### config.mk
export PLATFORM = sky130hd
export DESIGN_NAME = mem_stream_arbiter
export DESIGN_NICKNAME = d
export VERILOG_FILES = /design/src/rtl/mem_stream_arbiter.sv
export SDC_FILE = /design/constraint.sdc
export NUM_CORES = 1
export LEC_CHECK = 0
export BUFFER_PORTS_ARGS = -buffer_cell sky130_fd_sc_hd__buf_4
export CORE_AREA = 2 2 83 85
export CTS_BUF_LIST = sky130_fd_sc_hd__clkbuf_8 sky130_fd_sc_hd__clkbuf_16
export DETAILED_ROUTE_END_ITERATION = 7
export DIE_AREA = 0 0 85 87
export PLACE_DENSITY = 0.64
export SYNTH_ARGS = -nofsm -noshare
export SYNTH_HDL_FRONTEND = slang
export SYNTH_SLANG_ARGS = --single-unit
export TNS_END_PERCENT = 10
### constraint.sdc
create_clock -name clk_i -period 3.3 [get_ports clk_i]
set_clock_uncertainty 0.15 [all_clocks]
set_input_delay 0.495 -clock clk_i [delete_from_list [all_inputs] [get_ports clk_i]]
set_output_delay 0.495 -clock clk_i [all_outputs]
set_load 0.01 [all_outputs]
### src/rtl/mem_stream_arbiter.sv
// Arbitrates NUM_REQ memory-stream masters onto one slave port, routing responses back via an in-order ID FIFO.
// Define MEM_STREAM_ARB_ROUND_ROBIN_EN for round-robin selection; otherwise the lowest requesting index wins.
module mem_stream_arbiter #(
   parameter int NUM_REQ         = 2,
   parameter int ADDR_WIDTH      = 8,
   parameter int DATA_WIDTH      = 32,
   parameter int MAX_OUTSTANDING = 2
) (
   input  logic                             clk_i,
   input  logic                             rst_ni,
   input  logic [NUM_REQ-1:0]               req_i,
   output logic [NUM_REQ-1:0]               gnt_o,
   input  logic [NUM_REQ*ADDR_WIDTH-1:0]    addr_i,
   input  logic [NUM_REQ*DATA_WIDTH-1:0]    wdata_i,
   input  logic [NUM_REQ*DATA_WIDTH/8-1:0]  strb_i,
   input  logic [NUM_REQ-1:0]               we_i,
   output logic [NUM_REQ-1:0]               rvalid_o,
   output logic [DATA_WIDTH-1:0]            rdata_o,
   output logic                             mem_req_o,
   input  logic                             mem_gnt_i,
   output logic [ADDR_WIDTH-1:0]            mem_addr_o,
   output logic [DATA_WIDTH-1:0]            mem_wdata_o,
   output logic [DATA_WIDTH/8-1:0]          mem_strb_o,
   output logic                             mem_we_o,
   input  logic                             mem_rvalid_i,
   input  logic [DATA_WIDTH-1:0]            mem_rdata_i,
   output logic                             err_o
);

   localparam int STRB_W = DATA_WIDTH / 8;
   localparam int IDX_W  = (NUM_REQ > 1) ? $clog2(NUM_REQ) : 1;
   localparam int CNT_W  = $clog2(MAX_OUTSTANDING + 1);
   localparam int PTR_W  = (MAX_OUTSTANDING > 1) ? $clog2(MAX_OUTSTANDING) : 1;

   logic [IDX_W-1:0] sel;
   logic             push;
   logic             pop;
   logic             full;
   logic             empty;

   logic [IDX_W-1:0] id_mem_q [MAX_OUTSTANDING];
   logic [PTR_W-1:0] wptr_q, wptr_d;
   logic [PTR_W-1:0] rptr_q, rptr_d;
   logic [CNT_W-1:0] cnt_q, cnt_d;
   logic             err_q, err_d;
   logic [IDX_W-1:0] head;

`ifdef MEM_STREAM_ARB_ROUND_ROBIN_EN
   logic [IDX_W-1:0] rr_q, rr_d;
   int               rr_idx;
   logic             found;

   // Scan upward from the rr pointer, wrapping, and take the first requester.
   always_comb begin
      sel    = '0;
      found  = 1'b0;
      rr_idx = 0;
      for (int off = 0; off < NUM_REQ; off++) begin
         rr_idx = int'(rr_q) + off;
         if (rr_idx >= NUM_REQ) rr_idx = rr_idx - NUM_REQ;
         if (!found && req_i[rr_idx]) begin
            sel   = IDX_W'(rr_idx);
            found = 1'b1;
         end
      end
   end

   always_comb begin
      rr_d = rr_q;
      if (push) rr_d = (sel == IDX_W'(NUM_REQ - 1)) ? '0 : sel + 1'b1;
   end

   always_ff @(posedge clk_i or negedge rst_ni) begin
      if (!rst_ni) rr_q <= '0;
      else         rr_q <= rr_d;
   end
`else
   always_comb begin
      sel = '0;
      for (int k = NUM_REQ - 1; k >= 0; k--) begin
         if (req_i[k]) sel = IDX_W'(k);
      end
   end
`endif

   assign full        = (cnt_q == CNT_W'(MAX_OUTSTANDING));
   assign empty       = (cnt_q == '0);
   assign mem_req_o   = (|req_i) & ~full;
   assign push        = mem_req_o & mem_gnt_i;
   assign pop         = mem_rvalid_i & ~empty;
   assign head        = id_mem_q[rptr_q];

   assign mem_addr_o  = addr_i[sel*ADDR_WIDTH +: ADDR_WIDTH];
   assign mem_wdata_o = wdata_i[sel*DATA_WIDTH +: DATA_WIDTH];
   assign mem_strb_o  = strb_i[sel*STRB_W +: STRB_W];
   assign mem_we_o    = we_i[sel];
   assign rdata_o     = mem_rdata_i;
   assign err_o       = err_q;

   generate
      for (genvar gi = 0; gi < NUM_REQ; gi++) begin : g_port
         assign gnt_o[gi]    = push & (sel == IDX_W'(gi));
         assign rvalid_o[gi] = pop & (head == IDX_W'(gi));
      end
   endgenerate

   always_comb begin
      wptr_d = wptr_q;
      rptr_d = rptr_q;
      cnt_d  = cnt_q;
      err_d  = err_q | (mem_rvalid_i & empty);
      if (push) wptr_d = (wptr_q == PTR_W'(MAX_OUTSTANDING - 1)) ? '0 : wptr_q + 1'b1;
      if (pop)  rptr_d = (rptr_q == PTR_W'(MAX_OUTSTANDING - 1)) ? '0 : rptr_q + 1'b1;
      case ({push, pop})
         2'b10:   cnt_d = cnt_q + 1'b1;
         2'b01:   cnt_d = cnt_q - 1'b1;
         default: cnt_d = cnt_q;
      endcase
   end

   always_ff @(posedge clk_i or negedge rst_ni) begin
      if (!rst_ni) begin
         wptr_q <= '0;
         rptr_q <= '0;
         cnt_q  <= '0;
         err_q  <= 1'b0;
      end else begin
         wptr_q <= wptr_d;
         rptr_q <= rptr_d;
         cnt_q  <= cnt_d;
         err_q  <= err_d;
      end
   end

   // ID storage needs no reset: entries are only read while counted as valid.
   always_ff @(posedge clk_i) begin
      if (push) id_mem_q[wptr_q] <= sel;
   end

endmodule

## After elaboration in Yosys (flattened, before gate mapping)

Memory sizes are Yosys's and may differ from the RTL's.
Cells that the tools add are included.

| operators by class | value |
|---|---|
| add/subtract/negate cells | 4 |
| order comparisons | 1 |
| equal/unequal tests | 3 |
| shifts and indexed selects | 3 |
| multiplexer cells | 9 |
| bitwise operators | 13 |
| reduce and logical (&&, ||, !) cells | 3 |

Operator list:

| kind | number |
|---|---|
| 64-bit by 7-bit indexed part select with 32-bit output | 1 |
| 16-bit by 5-bit indexed part select with 8-bit output | 1 |
| 1-bit bitwise AND | 8 |
| 1-bit 2-to-1 mux | 8 |
| 8-bit by 4-bit indexed part select with 4-bit output | 1 |
| 2-bit equality test (second input constant) | 2 |
| 1-bit NOT | 4 |
| 2-bit one-hot mux with 2 select lines | 1 |
| 1-bit adder (second input constant) | 2 |
| 2-bit by 1-bit adder with 2-bit output (second input constant) | 1 |
| 2-bit by 1-bit equality test with 1-bit output (second input constant) | 1 |
| 2-bit logical NOT | 1 |
| 1-bit by 2-bit less-than comparator with 1-bit output (second input constant) | 1 |
| 2-bit nonzero test | 1 |
| 2-bit OR reduction | 1 |
| 2-bit by 1-bit subtractor with 2-bit output (second input constant) | 1 |
| 1-bit OR | 1 |

| storage, ports and cells | value |
|---|---|
| register bits | 5 |
| RAM bits | 2 |
| input port bits | 128 |
| output and inout bits | 83 |
| logic and storage cells | 41 |
| memories kept | 1 |

Memories:

| memory | words | width | rd ports | clocked after Yosys merged registers in | write ports | line | RTL |
|---|---|---|---|---|---|---|---|
| id_mem_q | 2 | 1 | 1 | 0 | 1 | 41 | `logic [IDX_W-1:0] id_mem_q [MAX_OUTSTANDING];` |

## Logic depth before layout (Yosys ltp)

| depth | value |
|---|---|
| word-level depth | 6 |
| gate-level depth with buffers | 6 |
| depth with buffers taken out | 6 |

## Worst setup path after synthesis

Ideal clock, no wire load.

| timing | value |
|---|---|
| path type | input to output |
| from | in req_i[0] |
| to | out mem_addr_o[0] |
| arrival | 1,227 ps |
| required time | 2,655 ps |
| setup slack | 1,428 ps |
| cell stages on the path | 4 |
| buffers on the path | 2 |
| cells stage by stage | nand2b_1 > buf_6 > buf_6 > mux2_4 |

| between the ends | value |
|---|---|
| cells in the longest elaborated chain, start to end | 2 |

RTL lines:

| item | line | RTL |
|---|---|---|
| start, declared | 11 | `input logic [NUM_REQ-1:0] req_i,` |
| 1-bit 2-to-1 mux | 81 | `if (req_i[k]) sel = IDX_W'(k);` |
| 16-bit by 5-bit indexed part select with 8-bit output | 93 | `assign mem_addr_o = addr_i[sel*ADDR_WIDTH +: ADDR_WIDTH];` |
| end, declared | 21 | `output logic [ADDR_WIDTH-1:0] mem_addr_o,` |

No other way between the ends.

## Worst setup path in the final report

| timing | value |
|---|---|
| from | in req_i[0] |
| to | out mem_wdata_o[19] |

| between the ends | value |
|---|---|
| cells in the longest elaborated chain, start to end | 2 |

RTL lines:

| item | line | RTL |
|---|---|---|
| 1-bit 2-to-1 mux | 81 |  |
| 64-bit by 7-bit indexed part select with 32-bit output | 94 | `assign mem_wdata_o = wdata_i[sel*DATA_WIDTH +: DATA_WIDTH];` |
| end, declared | 22 | `output logic [DATA_WIDTH-1:0] mem_wdata_o,` |

No other way between the ends.

==> flow_metrics.py <==
metrics = {
    "clock_tree": {
        "cts_setup_buffers": 0,
        "clock_path_buffers": 2,
        "clk_pin_slew_ns": 0.04,
        "cts_buffers": 3,
        "cts_sinks": 7,
        "cts_resized": 0,
        "htree_levels": 1,
        "tritoncts": "built",
        "clock_tree.root_cell": "clkbuf_8",
        "clock_latency_ns": 0.22,
        "holdBufCountCts": 1,
    },
    "layout": {
        "drive_gt1_share_pct": 85.2,
        "final.fill_count": 682,
        "post-route-util_pct": 34.6,
        "area_delta_synth_final_pct": 76.3,
        "final_area_um2": 2270,
        "finalNetCount": 359,
        "layout.cells.non_filler": 309,
        "diodes": 0,
    },
    "grt": {
        "grt_pass1_wl_mm": 5.61,
        "overflow": 0,
        "antenna_found_initial": 0,
        "grt_max_degree": 31,
        "first_global_vias": 1176,
        "grtUsageTotal_pct": 9.41,
    },
    "place": {
        "placed_cells": 304,
        "dpl-instance-area_um2": 2220,
        "portBuffers": 146,
        "gp_congestion": 0.707,
        "dpl.hpwl_mm": 3.58,
    },
    "timing": {
        "fmax_mhz": 427,
        "fin_tns_setup_ns": 0,
        "hold_ws_ns": 0.299,
        "hold_violations": 0,
        "fin_crit_sh_pct": 70.9,
        "tightest_slew_ns": 0.523,
        "setup_viol_count_final": 0,
        "max_slew_margin_pct": 64.7,
        "finalMaxSlewViolations": 0,
        "grt_setup_unrepaired": "no",
        "finalCriticalPeriod_ns": 2.34,
    },
    "drt": {
        "drt_iter0_drc": 20,
        "routed_wl_mm": 4.00,
        "final_antenna_net_count": 0,
        "routed_via_density": 3.99,
        "firstDrtPassIters": 2,
        "wl_per_cell_um": 12.9,
        "dr_total_vias": 1233,
        "drc_errors": 0,
    },
    "worst_hold_path": {
        "worstHoldPathCells": 1,
        "hp-class": "flip-flop to flip-flop",
    },
    "setup_path": {
        "crit_family": "buffers and inverters",
        "reg2reg_from": "cnt_q[0]$_DFFE_PN0P_",
        "path_buf_inv": 3,
        "slowest_delay_ns": 0.37,
        "rrSetupSlack_ns": 1.48,
        "worstSetupEndpoint": "mem_wdata_o[19]",
        "cp.required_ns": 2.65,
        "slowest_stage": "mux2_2",
        "crit_chain": "buf_4 -> nand2b_2 -> buf_12 -> mux2_2 -> buf_4",
        "r2r_end": "cnt_q[1]$_DFFE_PN0P_",
        "worstRegToRegCells": 6,
        "crit_cells": 5,
        "critPathCaptureType": "output port",
        "arrival_ns": 1.69,
        "cp-startpoint": "req_i[0]",
        "crit_type": "input port to output port",
        "cpMostUsedCell": "buf_4",
        "cp-start-kind": "input port",
        "path_max_fanout": 30,
    },
    "floorplan": {
        "die_x_um": 85,
        "die_area_um2": 7400,
        "die_h_um": 87,
        "io-pin-count": 211,
        "start_util_pct": 19.6,
        "coreArea_um2": 6570,
        "row_count": 30,
    },
    "pwr": {
        "ir_worst_vdd_mv": 0.127,
        "power.density_nw_per_um2": 296,
        "p_leak_nw": 1.28,
    },
    "yosys": {
        "synth.distinct_cells": 21,
        "syn_area_per_cell_um2": 11.4,
        "netlist_instances": 113,
        "ys_seq_area_share_pct": 14.4,
        "syn-cell-area_um2": 1290,
        "ys_ff_latch": 7,
        "ys_warn_count": 0,
        "synth_nets": 242,
    },
    "status": {
        "outcome": "finished, final reports clean",
    },
    "flow_run": {
        "cap_violations": 0,
    },
}
cell families (layout without fill, tap and decap cells):
logic type	after synthesis	in the layout	share of synthesized area, %
buffers and inverters	40	156	23.9
adder cells (fa/ha/maj)	1	1	0.970
XOR/XNOR	5	5	3.39
AO/OA/AOI/OAI	4	4	2.13
multiplexers	46	46	51.4
AND/OR/NAND/NOR	10	10	3.88
flip-flops	7	7	14.4
area by class of cell:
type | instances | area, um2 | share of cell area, %
Multi-Input combinational cell | 66 | 800 | 35.1
Clock inverter | 1 | 3.75 | 0.165
Inverter | 3 | 11.3 | 0.495
Tap cell | 80 | 100 | 4.40
Sequential cell | 7 | 185 | 8.14
Timing Repair Buffer | 149 | 1130 | 49.8
Clock buffer | 3 | 41.3 | 1.82
registers in the layout, summed over array words and instances (netlist names):
signal    flops
rptr_q        1
err_o         1
wptr_q        1
cnt_q         2
id_mem_q      2
layer usage:
metal  GRT usage [%]  share of wire (%)  vias to the layer above
met2            16.3                 49                      105
met3            2.84                 13                        4
met5               0                  0                        -
met4            2.89               0.63                        0
met1            11.2                 37                      537
li1                -                  -                      587
synthesized netlist by cell type (all sizes together):
master	instances	area, um2
nor2	5	18.8
inv	3	11.3
a21o	1	7.51
mux2	45	653
xor2	1	8.76
o211ai	1	7.51
nor2b	1	6.26
ha	1	12.5
buf	37	297
nand2b	2	12.5
mux2i	1	10.0
and3	2	12.5
o21ai	1	5.00
xnor2	4	35.0
edfxtp	2	60.1
dfrtp	5	125
o21a	1	7.51
through the flow:
stage          setup WS [ns]  total power, mW
4_1_cts                0.946            0.684
2_1_floorplan           1.43            0.404
3_5_place_dp           0.953            0.567
6_report               0.960            0.674
5_1_grt                0.918            0.728
3_3_place_gp           0.981            0.561
cells in the final DEF, fill, tap and decap left out, drive strengths merged:
| cell | netlist | routed |
|---|---|---|
| o21ai | 1 | 1 |
| nor2b | 1 | 1 |
| dlygate4sd3 | 0 | 1 |
| edfxtp | 2 | 2 |
| clkbuf | 0 | 3 |
| inv | 3 | 4 |
| buf | 37 | 148 |
| xnor2 | 4 | 4 |
| a21o | 1 | 1 |
| xor2 | 1 | 1 |
| and3 | 2 | 2 |
| ha | 1 | 1 |
| mux2i | 1 | 1 |
| mux2 | 45 | 45 |
| nor2 | 5 | 5 |
| o211ai | 1 | 1 |
| dfrtp | 5 | 5 |
| nand2b | 2 | 2 |
| o21a | 1 | 1 |
worst min-delay path by stage:
stage                    start                    to  slack (ns)
4_1_cts        err_o$_DFF_PN0_       err_o$_DFF_PN0_        0.30
3_5_place_dp            rst_ni       err_o$_DFF_PN0_        0.15
6_report       err_o$_DFF_PN0_       err_o$_DFF_PN0_        0.30
2_1_floorplan           rst_ni  cnt_q[0]$_DFFE_PN0P_        0.05
3_3_place_gp            rst_ni       err_o$_DFF_PN0_        0.15
5_1_grt           mem_rvalid_i       err_o$_DFF_PN0_        0.34
power breakdown:
group | switching, mW | total [mW] | internal [mW]
logic | 0.148 | 0.409 | 0.261
clock network | 0.0333 | 0.113 | 0.0800
registers | 0.0291 | 0.152 | 0.123
Power figures use the tool's default switching activity.
